File: config.mk
export PLATFORM = sky130hd
export DESIGN_NAME = if_id_squash_reg
export DESIGN_NICKNAME = d
export VERILOG_FILES = /design/src/rtl/if_id_squash_reg.sv
export SDC_FILE = /design/constraint.sdc
export NUM_CORES = 1
export LEC_CHECK = 0
export ABC_AREA = 1
export ABC_CLOCK_PERIOD_IN_PS = 4900
export BUFFER_PORTS_ARGS = -buffer_cell sky130_fd_sc_hd__buf_2
export CAP_MARGIN = 0
export CELL_PAD_IN_SITES_DETAIL_PLACEMENT = 1
export CELL_PAD_IN_SITES_GLOBAL_PLACEMENT = 2
export CORE_MARGIN = 2
export CORE_UTILIZATION = 26
export CTS_BUF_LIST = sky130_fd_sc_hd__clkbuf_4 sky130_fd_sc_hd__clkbuf_8
export DETAILED_ROUTE_END_ITERATION = 6
export PLACE_DENSITY = 0.9
export SLEW_MARGIN = 10
export SYNTH_ARGS = -nofsm -noshare
export SYNTH_HDL_FRONTEND = slang
export SYNTH_SLANG_ARGS = --single-unit
File: constraint.sdc
create_clock -name clk -period 4.9 [get_ports clk]
set_clock_uncertainty 0.1 [all_clocks]
set_input_delay 0.98 -clock clk [delete_from_list [all_inputs] [get_ports clk]]
set_output_delay 0.98 -clock clk [all_outputs]
set_load 0.02 [all_outputs]
File: src/rtl/if_id_squash_reg.sv
`default_nettype none
// ============================================================================
// Module      : if_id_squash_reg
// Description : IF/ID pipeline register with squash-to-bubble, stall hold,
//               branch/annul decode, delay-slot tracking and a saturating
//               counter of squashed valid fetches.
// Revision    : 1.0 - initial release
// ============================================================================
module if_id_squash_reg #(
  parameter int                    DATA_WIDTH = 32,
  parameter int                    CNT_WIDTH  = 8,
  parameter logic [DATA_WIDTH-1:0] NOP_WORD   = 32'h01000000
) (
  input  logic                  clk,
  input  logic                  system_reset,
  input  logic                  squash_in,
  input  logic                  stall,
  input  logic [DATA_WIDTH-1:0] if_instr,
  input  logic [DATA_WIDTH-1:0] if_pc,
  input  logic [DATA_WIDTH-1:0] if_npc,
  input  logic                  if_valid,
  output logic [DATA_WIDTH-1:0] id_instr,
  output logic [DATA_WIDTH-1:0] id_pc,
  output logic [DATA_WIDTH-1:0] id_npc,
  output logic                  id_valid,
  output logic                  id_branch_instr,
  output logic                  id_annul_bit,
  output logic                  id_in_delay_slot,
  output logic [CNT_WIDTH-1:0]  squash_count
);

  // SPARC format-2 field positions
  localparam logic [1:0] c_OP_FMT2   = 2'b00;
  localparam logic [2:0] c_OP2_BICC  = 3'b010;
  localparam logic [2:0] c_OP2_FBFCC = 3'b110;

  logic [DATA_WIDTH-1:0] r_instr;
  logic [DATA_WIDTH-1:0] r_pc;
  logic [DATA_WIDTH-1:0] r_npc;
  logic                  r_valid;
  logic                  r_delay_slot;
  logic [CNT_WIDTH-1:0]  r_squash_cnt;

  logic                  w_is_branch;
  logic                  w_cnt_sat;
  logic                  w_cnt_inc;

  // Branch/annul decode of the instruction currently held in ID
  always_comb begin
    w_is_branch = 1'b0;
    if (r_valid && (r_instr[31:30] == c_OP_FMT2) &&
        ((r_instr[24:22] == c_OP2_BICC) || (r_instr[24:22] == c_OP2_FBFCC))) begin
      w_is_branch = 1'b1;
    end
  end

  // Counter advances only on a squash that discards a real fetch, never wraps
  assign w_cnt_sat = &r_squash_cnt;
  assign w_cnt_inc = squash_in && if_valid && !w_cnt_sat;

  // Pipeline register: squash beats stall beats load
  always_ff @(posedge clk or posedge system_reset) begin
    if (system_reset) begin
      r_instr      <= NOP_WORD;
      r_pc         <= '0;
      r_npc        <= '0;
      r_valid      <= 1'b0;
      r_delay_slot <= 1'b0;
    end else if (squash_in) begin
      r_instr      <= NOP_WORD;
      r_pc         <= if_pc;
      r_npc        <= if_npc;
      r_valid      <= 1'b0;
      r_delay_slot <= 1'b0;
    end else if (!stall) begin
      r_instr      <= if_valid ? if_instr : NOP_WORD;
      r_pc         <= if_pc;
      r_npc        <= if_npc;
      r_valid      <= if_valid;
      // The instruction following a live branch occupies its delay slot
      r_delay_slot <= w_is_branch && if_valid;
    end
  end

  // Saturating debug count of squashed valid fetches
  always_ff @(posedge clk or posedge system_reset) begin
    if (system_reset) begin
      r_squash_cnt <= '0;
    end else if (w_cnt_inc) begin
      r_squash_cnt <= r_squash_cnt + CNT_WIDTH'(1);
    end
  end

  assign id_instr         = r_instr;
  assign id_pc            = r_pc;
  assign id_npc           = r_npc;
  assign id_valid         = r_valid;
  assign id_branch_instr  = w_is_branch;
  assign id_annul_bit     = w_is_branch && r_instr[29];
  assign id_in_delay_slot = r_delay_slot;
  assign squash_count     = r_squash_cnt;

endmodule
`default_nettype wire
==> flow_summary.json, run 1 <==
{
  "insertedDiodeCount": 0,
  "worst_setup_path_start_kind": "flop",
  "vias_in_the_first_global_route": 3732,
  "arrival_ps": 1380,
  "ys_seq_area_frac": 0.648,
  "dp.final_hpwl_mm": 8.74,
  "synth_top_area_cell": "sky130_fd_sc_hd__dfrtp_1",
  "clock_sinks": 106,
  "path_class": "reg2out",
  "resized_gates_after_cts": 0,
  "post-synth-top-area-fraction": 0.641,
  "instances_no_fill": 839,
  "crit_chain": "nor2_1 > nand4_1 > nor2_1 > buf_2",
  "critical_path.n_buffers_inverters": 1,
  "worst_ir_drop_vdd_mv": 0.118,
  "fp.dieW_um": 130,
  "post_drt_wl_per_cell_um": 14.4,
  "power.net_switching_mw": 0.573,
  "post_synth_inst_count": 422,
  "grt_first_pass_wirelength_mm": 18.9,
  "drt-pass1-iter-count": 4,
  "max_slew_margin": 0.269,
  "layout-drive-gt1-share": 0.369,
  "status": "finished, final reports clean",
  "critical_path_required_ps": 3820,
  "globalRoute.totalOverflow": 0,
  "ys_dominant_reg_cell": "sky130_fd_sc_hd__dfrtp_1",
  "synth-edff-count": 0,
  "drt.antenna.violating_nets": 0,
  "cts-buffers-inserted": 9,
  "finalHoldViolCount": 0,
  "grt_antenna_before_repair": 0,
  "dr.first_iter.drc_count": 115,
  "share_seq_of_total_power": 0.524,
  "netlist_area_um2": 4100,
  "floorplan.io_pins": 209,
  "clockRootBuffer": "sky130_fd_sc_hd__clkbuf_8",
  "worst_skew_pair.late_latency_ps": 360,
  "combinational_share_of_power": 0.180,
  "cp_slowest_stage_delay_ps": 410,
  "cp_max_fanout": 3,
  "fmaxAchievable_mhz": 406,
  "switching_share": 0.301,
  "floorplan.die_area_um2": 16800,
  "yosys_warnings": 0,
  "clk_pin_slew_worst_paths_ps": 100,
  "final_max_slew_viol_count": 0,
  "cts.path.max_buffers": 2,
  "grt_use_total": 0.143,
  "placed_cells_incl_taps": 823,
  "cell_types_with_the_highest_counts_after_synthesis": "sky130_fd_sc_hd__nand2_1 (219), sky130_fd_sc_hd__dfrtp_1 (105), sky130_fd_sc_hd__a22o_1 (29), sky130_fd_sc_hd__inv_1 (14)",
  "internal_power_mw": 1.33,
  "holdCritPathClass": "reg2reg",
  "finalSetupViolations": 0,
  "layout_setup_ws_ps": 2440,
  "drt-vias-per-instance": 4.37,
  "numPortBuffers": 208,
  "synth_seq_cells": 106,
  "cts_post_setup_buffers_inserted": 0,
  "hold_buffers": 0,
  "clkPwrFrac": 0.297,
  "detail_route.drc_violations": 0,
  "worstSetupEndpointType": "primary output",
  "synth.area.top_cells": "sky130_fd_sc_hd__dfrtp_1 (64%), sky130_fd_sc_hd__nand2_1 (20%), sky130_fd_sc_hd__a22o_1 (6.2%)",
  "maxCapViolations": 0,
  "die_h_um": 130,
  "timing.critical_path.slowest_stage_cell": "sky130_fd_sc_hd__dfrtp_1",
  "post-route-min-period_ps": 2460,
  "syn_avg_cell_area_um2": 9.71,
  "final_net_count": 725,
  "dr_total_vias": 3668,
  "power.leakage_nw": 3.15,
  "rsz0062_at_grt": "no",
  "cp_top_family": "simple AND/OR/NAND/NOR gates",
  "ff2ff_setup_slack_ps": 3460,
  "grt_start_max_net_pins": 96,
  "starting_density_of_the_core": 0.267,
  "mappedNetlistNets": 524,
  "p_per_area_nw_per_um2": 346,
  "area_growth_pct": 34.4,
  "clock_tree_from_tritoncts": "done",
  "routed_wl_mm": 12.1,
  "power_mw": 1.91,
  "place_congestion": 0.789,
  "floorplan.core_area_um2": 15300,
  "min_period_over_period": 0.502,
  "synth.most_common_cell": "sky130_fd_sc_hd__nand2_1",
  "placement.setup.worst_slack_ps": 2300,
  "cell_repeated_most_along_the_worst_path": "sky130_fd_sc_hd__nor2_1",
  "htree_num_levels": 3,
  "count_of_unique_library_cells_instantiated_by_yosys": 20,
  "synthArstFlopShare": 1.00,
  "row_count": 45,
  "worst_pin_slew_ps": 1100,
  "fin_setup_tns_ps": 0
}
## power groups by stage
stage | clock network (mW) | logic (mW) | registers (mW)
2_1_floorplan | 0 | 0.116 | 1.09
3_3_place_gp | 0 | 0.341 | 1.01
3_5_place_dp | 0 | 0.350 | 1.01
4_1_cts | 0.600 | 0.350 | 0.999
5_1_grt | 0.633 | 0.380 | 1.01
6_report | 0.566 | 0.342 | 0.998
## per-layer routing
| layer | up-vias | GRT usage | routed length [um] |
|---|---|---|---|
| li1 | 1726 | - | - |
| met4 | 0 | 0.0601 | 237 |
| met3 | 16 | 0.0293 | 728 |
| met2 | 130 | 0.237 | 5870 |
| met5 | - | 0 | 0 |
| met1 | 1796 | 0.183 | 5260 |
## path summary, 6_finish.rpt
check                                            start                          end  cells past startpoint
setup / recovery              id_instr[31]$_DFFE_PP0P_                 id_annul_bit                      4
hold / removal                  id_npc[29]$_DFFE_PP0P_       id_npc[29]$_DFFE_PP0P_                      2
setup reg to reg           squash_count[0]$_DFFE_PP0P_  squash_count[2]$_DFFE_PP0P_                      7
hold reg to reg                 id_npc[29]$_DFFE_PP0P_       id_npc[29]$_DFFE_PP0P_                      2
max in group asynchronous                 system_reset        id_npc[8]$_DFFE_PP0P_                      3
min in group asynchronous                 system_reset       id_npc[25]$_DFFE_PP0P_                      2
## worst min-delay path, delay by kind of cell (launching register included)
family,cells,cell delay [ps]
flops,1,350
simple gates,2,110
## layout make-up
class / count / area [um2]
inverters: 15 / 58.8
repair buffers: 210 / 1060
well taps: 211 / 264
fillers: 1888 / 9810
flip-flops and latches: 106 / 2650
clock buffers: 12 / 159
multi-input cells: 281 / 1260
clock inverters: 4 / 50.0
## placed cells by master, fill, tap and decap left out, drive strengths merged
cell type | Yosys | final
o21ai | 6 | 6
bufinv | 0 | 1
nor2 | 11 | 11
clkinv | 0 | 1
xnor2 | 1 | 1
buf | 19 | 210
a22o | 29 | 29
dfrtp | 105 | 105
clkbuf | 1 | 12
ha | 1 | 1
nand3b | 1 | 1
o22a | 1 | 1
nand3 | 8 | 8
nand2 | 220 | 220
dfstp | 1 | 1
clkinvlp | 0 | 2
inv | 15 | 15
nand4 | 3 | 3
## per-stage QoR
stage	area, um2	hold WS [ps]	utilization
floorplan	4100	485	-
global placement	5300	357	0.346
detailed placement	5300	359	0.346
CTS	5500	385	0.359
global route	5500	407	0.359
finish	5500	381	0.359
## kinds of logic (layout without fill, tap and decap cells)
kind of cell / after synthesis / after routing / share of synthesized area
and+or+nand+nor: 243 / 243 / 0.232
AOI/OAI and AO/OA: 36 / 36 / 0.0715
xor gates and xnor gates: 1 / 1 / 0.00214
buffers and inverters: 35 / 241 / 0.0440
adders and majority gates: 1 / 1 / 0.00305
DFF: 106 / 106 / 0.648
## state kept, by name, summed over array words and instances (netlist names)
signal            cells
id_npc               32
id_pc                32
squash_count          8
id_in_delay_slot      1
id_valid              1
id_instr             32
Note: power is estimated with default switching activity, not from simulation.
==> inputs of run 2 (changes only) <==
--- a/config.mk
+++ b/config.mk
@@ -5,17 +5,17 @@
 export SDC_FILE = /design/constraint.sdc
 export NUM_CORES = 1
 export LEC_CHECK = 0
-export ABC_AREA = 1
-export ABC_CLOCK_PERIOD_IN_PS = 4900
+export ABC_AREA = 0
+export ABC_CLOCK_PERIOD_IN_PS = 2000
 export BUFFER_PORTS_ARGS = -buffer_cell sky130_fd_sc_hd__buf_2
 export CAP_MARGIN = 0
 export CELL_PAD_IN_SITES_DETAIL_PLACEMENT = 1
 export CELL_PAD_IN_SITES_GLOBAL_PLACEMENT = 2
 export CORE_MARGIN = 2
-export CORE_UTILIZATION = 26
+export CORE_UTILIZATION = 24
 export CTS_BUF_LIST = sky130_fd_sc_hd__clkbuf_4 sky130_fd_sc_hd__clkbuf_8
 export DETAILED_ROUTE_END_ITERATION = 6
-export PLACE_DENSITY = 0.9
+export PLACE_DENSITY = 0.87
 export SLEW_MARGIN = 10
 export SYNTH_ARGS = -nofsm -noshare
 export SYNTH_HDL_FRONTEND = slang
==> constraint.sdc (replaced) <==
create_clock -name clk -period 2 [get_ports clk]
set_clock_uncertainty 0.1 [all_clocks]
set_input_delay 0.4 -clock clk [delete_from_list [all_inputs] [get_ports clk]]
set_output_delay 0.4 -clock clk [all_outputs]
set_load 0.02 [all_outputs]
==> run 2 against run 1 <==
Compared with the run above: synthesized cell count down 7.3%; final cell count down 1.8%; design area increased by 1.9%; via count shrank 4.2%; combinational power grew to 2.9 times the previous value; die area increased by 6.9%; critical path depth unchanged; flip-flop and latch count stayed put; setup slack worse by 2300 ps; hold slack got worse by 360 ps; critical path type unchanged; highest routed layer unchanged.
==> flow_summary.json, run 2 <==
{
  "final_net_count": 701,
  "area_growth_pct": 38.5,
  "layout.core_utilization": 0.339,
  "final_max_slew_viol_count": 0,
  "worstSetupEndpointType": "primary output",
  "ff2ff_setup_slack_ps": 310,
  "critical_path_required_ps": 1500,
  "finalHoldViolCount": 0,
  "worst_skew_pair.late_latency_ps": 360,
  "numPortBuffers": 208,
  "floorplan.die_area_um2": 17900,
  "ys_seq_area_frac": 0.655,
  "fp.dieW_um": 134,
  "netlist_area_um2": 4050,
  "synth_top_area_cell": "sky130_fd_sc_hd__dfrtp_1",
  "place_congestion": 0.739,
  "mappedNetlistNets": 493,
  "dr_total_vias": 3515,
  "cts.path.max_buffers": 2,
  "dp.final_hpwl_mm": 9.20,
  "final.hold.worst_slack_ps": 22.3,
  "clockRootBuffer": "sky130_fd_sc_hd__clkbuf_8",
  "routed_wl_mm": 12.3,
  "cp_max_fanout": 3,
  "floorplan.core_area_um2": 16500,
  "detail_route.drc_violations": 0,
  "htree_num_levels": 3,
  "finalSetupViolations": 0,
  "layout-drive-gt1-share": 0.406,
  "grt_first_pass_wirelength_mm": 19.5,
  "count_of_unique_library_cells_instantiated_by_yosys": 34,
  "drt-pass1-iter-count": 4,
  "post_drt_wl_per_cell_um": 14.9,
  "path_class": "reg2out",
  "drt-vias-per-instance": 4.27,
  "holdCritPathClass": "in2async",
  "yosys_warnings": 0,
  "post-synth-top-area-fraction": 0.649,
  "fin_setup_tns_ps": 0,
  "clock_tree_from_tritoncts": "done",
  "globalRoute.totalOverflow": 0,
  "ys_dominant_reg_cell": "sky130_fd_sc_hd__dfrtp_1",
  "maxCapViolations": 0,
  "fmaxAchievable_mhz": 526,
  "clock_sinks": 106,
  "most-common-layout-cells": "sky130_fd_sc_hd__buf_2 (207), sky130_fd_sc_hd__nand2_1 (195), sky130_fd_sc_hd__dfrtp_1 (105)",
  "layout.filler_cells": 1986,
  "floorplan.io_pins": 209,
  "post-route-min-period_ps": 1900,
  "post_synth_inst_count": 391,
  "die_h_um": 134,
  "grt_start_max_net_pins": 60,
  "grt_use_total": 0.138,
  "clk_pin_slew_worst_paths_ps": 100,
  "instances_no_fill": 824,
  "dr.first_iter.drc_count": 68,
  "worst_pin_slew_ps": 409,
  "status": "finished, final reports clean",
  "drt.antenna.violating_nets": 0,
  "cell_types_with_the_highest_counts_after_synthesis": "sky130_fd_sc_hd__nand2_1 (195), sky130_fd_sc_hd__dfrtp_1 (105), sky130_fd_sc_hd__a22o_1 (32), sky130_fd_sc_hd__buf_2 (14), sky130_fd_sc_hd__clkbuf_1 (6)",
  "placed_cells_incl_taps": 806,
  "synth.area.top_cells": "sky130_fd_sc_hd__dfrtp_1 (65%), sky130_fd_sc_hd__nand2_1 (18%), sky130_fd_sc_hd__a22o_1 (6.9%)",
  "vias_in_the_first_global_route": 3829,
  "p_per_area_nw_per_um2": 851,
  "worst_setup_path_start_kind": "flop",
  "insertedDiodeCount": 0,
  "synth_seq_cells": 106,
  "min_period_over_period": 0.950,
  "max_slew_margin": 0.727,
  "synthArstFlopShare": 1.00,
  "row_count": 47,
  "hold_buffers": 0,
  "cts-buffers-inserted": 9,
  "most_frequent_standard_cell_in_the_layout_excluding_fill_and_tap_cells": "sky130_fd_sc_hd__buf_2",
  "syn_avg_cell_area_um2": 10.4,
  "starting_density_of_the_core": 0.245,
  "power.leakage_nw": 3.16,
  "rsz0062_at_grt": "yes",
  "synth.most_common_cell": "sky130_fd_sc_hd__nand2_1",
  "worst_ir_drop_vdd_mv": 0.277,
  "grt_antenna_before_repair": 1,
  "arrival_ps": 1400,
  "synth-edff-count": 0
}
run 2: critical path: stages, from the launching register on:
cell                      delay [ps]
sky130_fd_sc_hd__dfrtp_1         410
sky130_fd_sc_hd__nor2_1          110
sky130_fd_sc_hd__and4b_1         250
sky130_fd_sc_hd__and2_4          160
sky130_fd_sc_hd__buf_6           110
run 2: worst paths after layout:
path                                                   from                           to  cells after the start
worst max-delay path               id_instr[30]$_DFFE_PP0P_                 id_annul_bit                      4
worst min-delay path                           system_reset       id_npc[27]$_DFFE_PP0P_                      3
worst max register to register  squash_count[0]$_DFFE_PP0P_  squash_count[1]$_DFFE_PP0P_                      4
worst min register to register        id_npc[7]$_DFFE_PP0P_        id_npc[7]$_DFFE_PP0P_                      2
max in group asynchronous                      system_reset        id_pc[31]$_DFFE_PP0P_                      3
min in group clk                               if_instr[24]     id_instr[24]$_DFFE_PP1P_                      3
run 2: what timing repair did:
action	4_1_cts	5_1_grt
resized for setup	0	3
setup endpoints to repair	0	1
buffers inserted	0	2
run 2: cell families (layout without fill, tap and decap cells):
logic type / after synthesis / in the layout / synth area share
and+or+nand+nor: 213 / 213 / 0.213
DFF: 106 / 106 / 0.655
AOI/OAI and AO/OA: 40 / 40 / 0.0856
buffers and inverters: 25 / 238 / 0.0284
xor gates and xnor gates: 3 / 3 / 0.00649
muxes: 3 / 3 / 0.00834
adders and majority gates: 1 / 1 / 0.00309
run 2: through the flow:
step / setup WS (ps) / power, mW / instance area [um2]
floorplan: 227 / 3.09 / 4050
global placement: 459 / 3.49 / 5400
detailed placement: 354 / 3.55 / 5400
CTS: 29.7 / 4.87 / 5580
global route: -18.6 / 5.06 / 5610
finish: 99.3 / 4.77 / 5610
run 2: layer usage:
layer	vias to the layer above	share of wire	track usage
li1	1670	-	-
met1	1707	0.43	0.170
met2	129	0.49	0.231
met3	9	0.072	0.0457
met4	0	0.0098	0.0390
met5	-	0	0
run 2: final cells by class:
type                       instances  area, um2  area share
clock buffer                      13        166      0.0297
clock inverter                     3       22.5     0.00402
inverter                           4       18.8     0.00335
multi-input combinational        260       1300       0.232
sequential                       106       2650       0.473
tap                              220        275      0.0491
timing repair buffer             218       1170       0.209
run 2: where the power goes:
| group | internal (mW) | switching (mW) |
|---|---|---|
| combinational | 0.366 | 0.617 |
| sequential | 2.34 | 0.171 |
| clock | 0.556 | 0.727 |
==> inputs of run 3 (changes only) <==
==> constraint.sdc (replaced) <==
create_clock -name clk -period 2 [get_ports clk]
set_clock_uncertainty 0.1 [all_clocks]
set_input_delay 0.1 -clock clk [delete_from_list [all_inputs] [get_ports clk]]
set_output_delay 0.1 -clock clk [all_outputs]
set_load 0.02 [all_outputs]
==> run 3 against run 2 <==
Compared with the run above: clock power rose by 8%; power rose by 6.0%; via count rose by 14%; critical path type unchanged; largest cell class unchanged; register-to-register slack improved by 60 ps; critical path depth did not move; clock-buffer cell count fell by 1; hold slack improved by 7.0 ps; largest power group unchanged; highest routed layer unchanged; critical endpoint unchanged.
==> flow_summary.json, run 3 (synthesis results as in run 2) <==
{
  "status": "finished, final reports clean",
  "grt_first_pass_wirelength_mm": 23.1,
  "crit-reg2reg-capture": "squash_count[1]$_DFFE_PP0P_",
  "htree_num_levels": 3,
  "share_seq_of_total_power": 0.496,
  "layout-drive-gt1-share": 0.346,
  "drt.antenna.violating_nets": 0,
  "crit_chain": "nor2_1 > and4b_1 > and2_1 > buf_2",
  "area_growth_pct": 62.0,
  "fp.dieW_um": 134,
  "die_h_um": 134,
  "min_period_over_period": 0.823,
  "worst_setup_path_start_kind": "flop",
  "holdPathEnd": "squash_count[0]$_DFFE_PP0P_",
  "cp_slowest_stage_delay_ps": 410,
  "holdCritPathClass": "in2reg",
  "finalHoldViolCount": 0,
  "dr_total_vias": 4000,
  "vias_in_the_first_global_route": 4487,
  "path_class": "reg2out",
  "switching_share": 0.313,
  "drt-pass1-iter-count": 4,
  "max_slew_margin": 0.600,
  "floorplan.io_pins": 209,
  "clk_pin_slew_worst_paths_ps": 100,
  "row_count": 47,
  "starting_density_of_the_core": 0.245,
  "insertedDiodeCount": 0,
  "clockRootBuffer": "sky130_fd_sc_hd__clkbuf_8",
  "floorplan.core_area_um2": 16500,
  "final_max_slew_viol_count": 0,
  "clkPwrFrac": 0.273,
  "most-common-layout-cells": "sky130_fd_sc_hd__buf_2 (208), sky130_fd_sc_hd__nand2_1 (195), sky130_fd_sc_hd__dfrtp_1 (105)",
  "worst_r2r_startpoint": "squash_count[0]$_DFFE_PP0P_",
  "rr_worst_depth": 4,
  "critical_path_required_ps": 1800,
  "worstSetupEndpointType": "primary output",
  "grt_antenna_before_repair": 0,
  "final.hold.worst_slack_ps": 29.2,
  "dp.final_hpwl_mm": 9.00,
  "worst_pin_slew_ps": 601,
  "most_frequent_standard_cell_in_the_layout_excluding_fill_and_tap_cells": "sky130_fd_sc_hd__buf_2",
  "power_mw": 5.06,
  "worst_ir_drop_vdd_mv": 0.304,
  "routed_wl_mm": 14.4,
  "cts.path.max_buffers": 2,
  "clock_tree_from_tritoncts": "done",
  "globalRoute.totalOverflow": 0,
  "worst_skew_pair.late_latency_ps": 360,
  "clock_sinks": 106,
  "post_dp_area_um2": 5360,
  "internal_power_mw": 3.47,
  "post-route-min-period_ps": 1650,
  "post_drt_wl_per_cell_um": 15.7,
  "cp_max_fanout": 3,
  "layout.filler_cells": 1921,
  "finalSetupViolations": 0,
  "combinational_share_of_power": 0.231,
  "grt_use_total": 0.163,
  "power.leakage_nw": 3.56,
  "fin_setup_tns_ps": 0,
  "place_congestion": 0.771,
  "cts-buffers-inserted": 9,
  "min-delay-start": "squash_in",
  "p_per_area_nw_per_um2": 771,
  "fmaxAchievable_mhz": 607,
  "timing.hold.worst_path_depth": 3,
  "numPortBuffers": 208,
  "rsz0062_at_grt": "no",
  "detail_route.drc_violations": 0,
  "drt-vias-per-instance": 4.35,
  "final_design_area_no_fill_um2": 6560,
  "grt_start_max_net_pins": 107,
  "ff2ff_setup_slack_ps": 370,
  "power.net_switching_mw": 1.59,
  "dr.first_iter.drc_count": 132,
  "timing.critical_path.slowest_stage_cell": "sky130_fd_sc_hd__dfrtp_1",
  "floorplan.die_area_um2": 17900,
  "final_net_count": 796,
  "maxCapViolations": 0,
  "arrival_ps": 1450
}
-- run 3: repair_timing --
action	CTS	global route
endpoints found under the hold margin	202	0
buffers inserted	0	1
hold buffers	99	0
resized for setup	0	2
endpoints found under the setup margin	0	1
-- run 3: power by group through the flow --
| stage | registers [mW] | clock network [mW] | logic, mW |
|---|---|---|---|
| finish | 2.51 | 1.38 | 1.17 |
| global route | 2.54 | 1.53 | 1.28 |
| CTS | 2.51 | 1.46 | 1.16 |
| detailed placement | 2.55 | 0 | 0.994 |
| global placement | 2.52 | 0 | 0.957 |
| floorplan | 2.77 | 0 | 0.318 |
-- run 3: area by class of cell --
class | instances | area, um2 | share of cell area
Tap cell | 220 | 275 | 0.0420
Sequential cell | 106 | 2650 | 0.405
Clock inverter | 4 | 51.3 | 0.00782
Inverter | 4 | 18.8 | 0.00286
Timing Repair Buffer | 313 | 2100 | 0.320
Multi-Input combinational cell | 260 | 1310 | 0.200
Clock buffer | 12 | 153 | 0.0233
-- run 3: how the worst max path moves through the flow --
stage | start | depth (start not counted) | end | slack, ps
after floorplan | squash_count[0]$_DFFE_PP0P_ | 4 | squash_count[1]$_DFFE_PP0P_ | 350
after global placement | squash_count[0]$_DFFE_PP0P_ | 4 | squash_count[1]$_DFFE_PP0P_ | 440
after detailed placement | squash_count[0]$_DFFE_PP0P_ | 4 | squash_count[1]$_DFFE_PP0P_ | 340
after CTS | squash_count[0]$_DFFE_PP0P_ | 5 | squash_count[0]$_DFFE_PP0P_ | 40
after global routing | id_instr[31]$_DFFE_PP0P_ | 4 | id_annul_bit | 260
final | id_instr[31]$_DFFE_PP0P_ | 4 | id_annul_bit | 350
-- run 3: critical path: cells and delay by family, from the launching register on --
family                 cells  cell delay (ps)
flip-flops                 1              410
buffers and inverters      1              170
AND/OR/NAND/NOR            3              500
-- run 3: per-layer routing --
| metal | vias up | wire length, um | track usage | share of wire |
|---|---|---|---|---|
| met5 | - | 0 | 0 | 0 |
| met4 | 0 | 221 | 0.0538 | 0.015 |
| met3 | 20 | 969 | 0.0495 | 0.067 |
| met2 | 140 | 7560 | 0.295 | 0.52 |
| met1 | 1975 | 5700 | 0.183 | 0.39 |
| li1 | 1865 | - | - | - |
-- run 3: per-stage QoR --
stage               instances  utilization  setup slack (ps)
finish                    919        0.397               353
global route              919        0.397               264
CTS                       919        0.396              35.7
detailed placement        804        0.324               344
global placement          804        0.324               438
floorplan                 391            -               353
